### src/rtl/dmem_port_arbiter.sv
// Arbiter/sequencer sharing one single-ported memory between instruction fetch and data access.
// One command in flight; ready-or-timeout completion; one-cycle ack to the owning requester.
module dmem_port_arbiter #(
  parameter int DATA_W     = 32,
  parameter int ADDR_W     = 32,
  parameter int STARVE_MAX = 4,
  parameter int TIMEOUT    = 16
) (
  input  logic              clk,
  input  logic              rst,
  input  logic              if_req,
  input  logic [ADDR_W-1:0] if_addr,
  output logic              if_ack,
  output logic [DATA_W-1:0] if_rdata,
  output logic              if_stall,
  input  logic              mem_read,
  input  logic              mem_write,
  input  logic [ADDR_W-1:0] mem_addr,
  input  logic [DATA_W-1:0] mem_wdata,
  output logic              mem_ack,
  output logic [DATA_W-1:0] mem_rdata,
  output logic              mem_stall,
  output logic              bus_err,
  output logic              ram_en,
  output logic              ram_we,
  output logic [ADDR_W-1:0] ram_addr,
  output logic [DATA_W-1:0] ram_wdata,
  input  logic [DATA_W-1:0] ram_rdata,
  input  logic              ram_ready
);

  // state | meaning
  // IDLE  | sample requests, pick owner, latch command
  // ISSUE | ram_en strobe for one cycle
  // WAIT  | wait for ram_ready or timeout
  // ACK   | owner's ack (and bus_err) visible; no sampling
  typedef enum logic [1:0] {IDLE, ISSUE, WAIT, ACK} state_t;
  typedef enum logic [1:0] {OWN_NONE, OWN_IF, OWN_MEM} owner_t;

  localparam logic [3:0] STARVE_LIM = 4'(STARVE_MAX);
  localparam logic [7:0] TO_LAST    = 8'(TIMEOUT - 1);

  state_t     state;
  owner_t     owner;
  logic [3:0] starveCnt;
  logic [7:0] timeoutCnt;
  logic       memReq;
  logic       grantMem;

  assign memReq   = mem_read | mem_write;
  assign grantMem = memReq & ~(if_req & (starveCnt == STARVE_LIM));

  assign if_stall  = if_req & ~if_ack;
  assign mem_stall = memReq & ~mem_ack;

  always_ff @(posedge clk) begin
    if (rst) begin
      state      <= IDLE;
      owner      <= OWN_NONE;
      starveCnt  <= '0;
      timeoutCnt <= '0;
      ram_en     <= 1'b0;
      ram_we     <= 1'b0;
      ram_addr   <= '0;
      ram_wdata  <= '0;
      if_ack     <= 1'b0;
      mem_ack    <= 1'b0;
      bus_err    <= 1'b0;
      if_rdata   <= '0;
      mem_rdata  <= '0;
    end else begin
      ram_en  <= 1'b0;
      if_ack  <= 1'b0;
      mem_ack <= 1'b0;
      bus_err <= 1'b0;
      case (state)
        IDLE: begin
          if (memReq || if_req) begin
            state  <= ISSUE;
            ram_en <= 1'b1;
            if (grantMem) begin
              owner     <= OWN_MEM;
              ram_addr  <= mem_addr;
              ram_wdata <= mem_wdata;
              ram_we    <= mem_write;
              if (!if_req)
                starveCnt <= '0;
              else if (starveCnt != STARVE_LIM)
                starveCnt <= starveCnt + 4'd1;
            end else begin
              owner     <= OWN_IF;
              ram_addr  <= if_addr;
              ram_we    <= 1'b0;
              starveCnt <= '0;
            end
          end
        end
        ISSUE: state <= WAIT;
        WAIT: begin
          timeoutCnt <= timeoutCnt + 8'd1;
          if (ram_ready) begin
            state <= ACK;
            if (owner == OWN_MEM) begin
              mem_ack <= 1'b1;
              if (!ram_we) mem_rdata <= ram_rdata;
            end else begin
              if_ack   <= 1'b1;
              if_rdata <= ram_rdata;
            end
          end else if (timeoutCnt == TO_LAST) begin
            // Abort: owner sees zero data flagged with bus_err.
            state   <= ACK;
            bus_err <= 1'b1;
            if (owner == OWN_MEM) begin
              mem_ack   <= 1'b1;
              mem_rdata <= '0;
            end else begin
              if_ack   <= 1'b1;
              if_rdata <= '0;
            end
          end
        end
        ACK: begin
          state      <= IDLE;
          owner      <= OWN_NONE;
          timeoutCnt <= '0;
        end
        default: state <= IDLE;
      endcase
    end
  end

endmodule

### config.mk
export PLATFORM = sky130hd
export DESIGN_NAME = dmem_port_arbiter
export DESIGN_NICKNAME = d
export VERILOG_FILES = /design/src/rtl/dmem_port_arbiter.sv
export SDC_FILE = /design/constraint.sdc
export NUM_CORES = 1
export LEC_CHECK = 0
export BUFFER_PORTS_ARGS = -buffer_cell sky130_fd_sc_hd__buf_2
export CAP_MARGIN = 20
export CORE_UTILIZATION = 40
export DETAILED_ROUTE_END_ITERATION = 7
export HOLD_SLACK_MARGIN = 0.12
export PLACE_DENSITY = 0.69
export SETUP_SLACK_MARGIN = 0.3
export SLEW_MARGIN = 5
export SYNTH_ARGS = -nofsm -noshare
export SYNTH_HDL_FRONTEND = slang
export SYNTH_SLANG_ARGS = --single-unit
### constraint.sdc
create_clock -name clk -period 2.26 [get_ports clk]
set_input_delay 0 -clock clk [delete_from_list [all_inputs] [get_ports clk]]
set_output_delay 0 -clock clk [all_outputs]
set_load 0.05 [all_outputs]
=== Word-level counts from Yosys, hierarchy flattened ===
Index checks and enable logic that the tools add are counted.

* Flip-flop bits (word level): 149
* Word-level logic and storage cells: 82
* Bits of input ports: 134
* Output and inout bits: 135

* Reductions and logical operators: 15
* Add/subtract/negate cells: 2
* Bitwise logic cells: 11
* Eq/ne operators: 11
* Multiplexer cells: 30

{| class="wikitable"
|+ Operators with widths
! operator !! number
|-
| two-way mux 32 bit || 10
|-
| one-hot mux 8 bit (2 select lines) || 1
|-
| two-way mux 4 bit || 3
|-
| two-way mux 2 bit || 5
|-
| two-way mux 1 bit || 9
|-
| AND reduction 3 bit || 3
|-
| adder 8 x 1 -> 8 bit (second input constant) || 1
|-
| equality test 8 x 4 -> 1 bit (second input constant) || 1
|-
| one-hot mux 2 bit (4 select lines) || 1
|-
| equality test 2 bit (second input constant) || 3
|-
| NOT 1 bit || 6
|-
| AND reduction 2 bit || 3
|-
| nonzero test 2 bit || 3
|-
| adder 4 x 1 -> 4 bit (second input constant) || 1
|-
| bitwise AND 1 bit || 4
|-
| equality test 4 x 3 -> 1 bit (second input constant) || 1
|-
| inequality test 2 bit (second input constant) || 2
|-
| inequality test 4 x 3 -> 1 bit (second input constant) || 1
|-
| one-hot mux 2 bit (2 select lines) || 1
|-
| AND reduction 4 bit || 1
|-
| OR reduction 2 bit || 2
|-
| inequality test 3 x 2 -> 1 bit (second input constant) || 1
|-
| inequality test 3 bit (second input constant) || 1
|-
| OR reduction 3 bit || 1
|-
| 4 further kinds || 4
|}

=== Logic depth before layout (Yosys ltp) ===
* Depth in word-level cells: 7
* Depth in mapped cells: 8
* Mapped depth without buffers: 6

=== Worst setup path after synthesis ===
No wires, ideal clock.

* Path kind: register to register
* From: reg timeoutCnt[0]
* To: reg mem_rdata[10]
* Cell stages (with the launch flop): 7
* Data required time: 2143 ps
* Setup slack: 622 ps
* Buffers on the path: 1
* Clock period less this slack: 1638 ps
* Arrival time: 1521 ps
* Setup time: 117 ps
* Cells stage by stage: dfxtp_1 > ha_1 > nand4bb_1 > o31ai_4 > a41oi_4 > buf_6 > a22o_1

* Longest elaborated chain between the ends: 3

{| class="wikitable"
|+ RTL lines
! what !! RTL line !! text
|-
| start, declared || 46 || <nowiki>logic [7:0] timeoutCnt;</nowiki>
|-
| start signal, assigned || 100 || <nowiki>timeoutCnt <= timeoutCnt + 8'd1;</nowiki>
|-
| equality test 8 x 4 -> 1 bit || 110 || <nowiki>end else if (timeoutCnt == TO_LAST) begin</nowiki>
|-
| nonzero test 2 bit (no source line) || -- ||
|-
| AND reduction 4 bit (no source line) || -- ||
|-
| end signal, assigned || 105 || <nowiki>if (!ram_we) mem_rdata <= ram_rdata;</nowiki>
|-
| end, declared || 21 || <nowiki>output logic [DATA_W-1:0] mem_rdata,</nowiki>
|}

No other way between the ends.
A chain may end at the register's enable or synchronous reset.

=== Worst setup path after layout ===
* From: reg timeoutCnt[0]
* To: reg mem_rdata[20]

Same word-level chain as after synthesis.

==> key figures <==
Run status
  – Status: completed

Clocking
  – Worst skew pair latency: 0.42 ns
  – Setup Buffers After CTS: 0
  – Worst-case clock buffer depth: 2
  – Sink Count: 149
  – Worst-path clk slew: 0.06 ns
  – CTS Buf Count: 17
  – Root Buffer: clkbuf_16
  – CTS tree: yes
  – Htree depth: 4

Routing
  – Drt first-iter violations: 479
  – Post-DR vias/cell: 5.277
  – Vias: 6116
  – Wirelength, routed: 19.19 mm
  – DRC: 0
  – TritonRoute pass-1 iters: 8
  – Routed WL per cell: 16.56 microns
  – Antenna-violating nets left: 0

Floorplanning
  – Die area: 0.01423 sq mm
  – Placeable Area: 0.01335 sq mm
  – FP Rows: 42
  – Initial Utilization: 41.22%
  – I/O pin count: 269
  – Die Ht: 119.3 microns
  – Die W: 119.3 microns

Global route
  – GR Overflow Total: 0
  – Vias in the first global route: 6130
  – Tot GR Track Use: 26.92%
  – Initial antenna violation count: 1
  – First-pass GRT wire length: 30.01 mm
  – Largest net degree at the start of global routing: 57

STA
  – Slew HR: 25.17%
  – Final min period: 1.854 ns
  – RSZ-0062 raised after global routing: yes
  – Clock Skew: 0.008473 ns
  – Period utilisation layout: 82.03%
  – Fin. max-slew vios: 0
  – Setup violations, final: 0
  – Final hold violations: 0
  – Pin slew with the least headroom to its limit: 1.116 ns
  – Max Clk Rate: 0.5394 GHz
  – Total negative slack: 0 ns

Setup path
  – Critical path class: reg2reg
  – Flop2flop setup slack: 0.41 ns
  – CP top delay family: compound AO/OA/AOI/OAI gates
  – Worst R2R End: mem_rdata[20]
  – CP bufs+invs: 1
  – Critical path arrival: 2.17 ns
  – CP required: 2.57 ns
  – Startpoint type of the worst setup path: flop
  – Crit-path max cell delay: 0.36 ns
  – Worst r2r src: timeoutCnt[0]
  – Reg2reg path depth: 6
  – Worst-path fanout max: 32
  – Slowest CP cell: dfxtp_1
  – Critical path, cell by cell: ha_1 -> nand4bb_1 -> o31ai_4 -> a41oi_4 -> buf_4 -> a22o_1
  – Crit. End Element: flop

Job
  – Max Cap Violations: 0

Yosys
  – Top cells by area, synth: dfxtp_1 (54%), a21oi_1 (6.6%), a22o_1 (5.3%)
  – Yosys reg bits: 149
  – Cells after Synth: 583
  – Synth top area share: 54.22%
  – Syn Nets: 723
  – Largest family of logic cells by synthesized area: compound AO/OA/AOI/OAI gates
  – Multiplexer share of the synthesized area: 0.5458%
  – Avg Cell Area, Syn: 9.437 sq um
  – Post-synthesis async set-or-reset flop share: 0%
  – Simple-Gate Fraction of Synth Area: 15.17%
  – Post-synth EDFFs: 0
  – Predominant post-synthesis flop cell: dfxtp_1
  – Mapped cell area: 0.005502 sq mm
  – Adder-cell area share of the yosys netlist: 1.365%
  – XOR/XNOR Fraction of Synth Area: 0.7960%
  – Compound-cell area share of the yosys netlist: 23.29%
  – Top cell type by total area after synthesis: dfxtp_1
  – Post-synthesis sequential area ratio: 54.22%
  – Post-synth cell types: 45
  – Synth Warn #: 0

Pwr
  – Pleak: 4.093 nW
  – Total design power: 9.768 mW
  – Pwr dens: 1095 mW/mm^2
  – VDD IR max: 0.8171 mV

Min path
  – Worst Hold Depth: 5
  – Hold Crit Start: if_req
  – Worst hold path type: in2reg
  – WHS Endpoint: owner[0]

Placed design
  – GP Congestion: 0.7952
  – Post-detail-place hpwl: 10.98 mm
  – Port Buffers: 268

Layout
  – Share of cells above drive strength 1: 33.44%
  – Area delta synth->final: 62.09%
  – Total Nets Final: 1108
==> logic make-up after synthesis <==
logic type	after synthesis
compound gates	183
xor+xnor	5
fa+ha+maj	6
buf+inv	58
flops	149
mux	3
simple gates	179
==> cells in the final DEF (no fill, tap or decap), types with 2 or more instances in the layout <==
master,Yosys,layout
o31ai_4,2,2
nand4_1,3,3
a32oi_1,2,2
clkinv_2,0,4
ha_1,6,5
nand2b_1,2,2
a221o_1,7,7
a21oi_2,1,2
mux2i_1,3,3
xor2_1,4,4
nand3_1,37,37
diode_2,0,2
clkinv_4,0,3
a21oi_1,73,72
o21ai_0,35,35
or3_1,2,2
dlygate4sd3_1,0,133
clkbuf_16,0,17
a22o_1,33,33
and3_1,9,8
a222oi_1,23,23
inv_1,9,9
nor3_1,3,3
buf_2,11,267
buf_4,0,12
and2_1,2,2
nor2b_1,2,2
inv_6,0,4
buf_12,0,2
bufinv_16,0,2
dfxtp_1,149,149
nand2_1,75,75
nor2_1,33,33
==> worst reg2reg max path, stage by stage (launching register included) <==
cell	delay, ns
dfxtp_1	0.36
ha_1	0.22
nand4bb_1	0.22
o31ai_4	0.31
a41oi_4	0.13
buf_4	0.27
a22o_1	0.23
==> worst max path at each step <==
stage / cells past startpoint / end / from / slack, ns
floorplan: 6 / mem_rdata[10] / timeoutCnt[0] / 0.62
global placement: 5 / state[0] / timeoutCnt[0] / 0.34
detailed placement: 5 / state[0] / timeoutCnt[0] / 0.30
CTS: 5 / state[0] / timeoutCnt[0] / 0.31
global route: 6 / mem_rdata[0] / timeoutCnt[0] / 0.30
finish: 6 / mem_rdata[20] / timeoutCnt[0] / 0.41
==> sequential cells by signal, summed over array words and instances (netlist names) <==
signal and flops:
timeoutCnt 8, mem_rdata 32, starveCnt 4, bus_err 1, mem_ack 1, ram_en 1
ram_wdata 32, if_rdata 32, if_ack 1, ram_addr 32, state 2, ram_we 1
owner 2
==> stage by stage <==
step,std cells,util [%],worst slack (ns),hold slack [ns],area [sq um]
after floorplan,583,-,0.6217,0.1255,5502
after global placement,991,52.31,0.3367,0.2245,6982
after detailed placement,991,52.31,0.3044,0.2334,6982
after CTS,1156,66.61,0.3058,0.1932,8891
after global routing,1158,66.79,0.2991,0.2803,8915
final,1159,66.81,0.4062,0.2504,8917
==> power by group <==
part	internal [mW]	switching [mW]	leakage, nW
clock	1.63	1.14	0.285
sequential	3.04	0.236	1.22
combinational	1.08	2.64	2.59
==> per-layer routing <==
metal  part of all wire (%)  track usage (%)
met1                     39            30.55
met2                     49            44.77
met3                    7.6            8.716
met4                    3.9            14.40
met5                      0                0
==> synth_stat cells (9+ instances only) <==
library cell  instances
nand2_1              75
a22o_1               33
clkbuf_1             35
nand3_1              37
inv_1                 9
o21ai_0              35
a222oi_1             23
buf_2                11
dfxtp_1             149
a21oi_1              73
nor2_1               33
and3_1                9
==> layout make-up <==
cell class,count,area [sq um]
multi-input cells,377,2300
repair buffers,414,2798
inverters,9,33.78
clock inverters,14,148.9
well taps,176,220.2
clock buffers,18,429.2
flip-flops and latches,149,2983
diodes,2,5.005
fillers,983,4431
==> what timing repair did <==
item,in CTS,in global routing
endpoints found under the hold margin,137,0
endpoints found under the setup margin,0,56
hold buffers,133,0
resized for setup,0,2
Note: power is estimated with default switching activity, not from simulation.
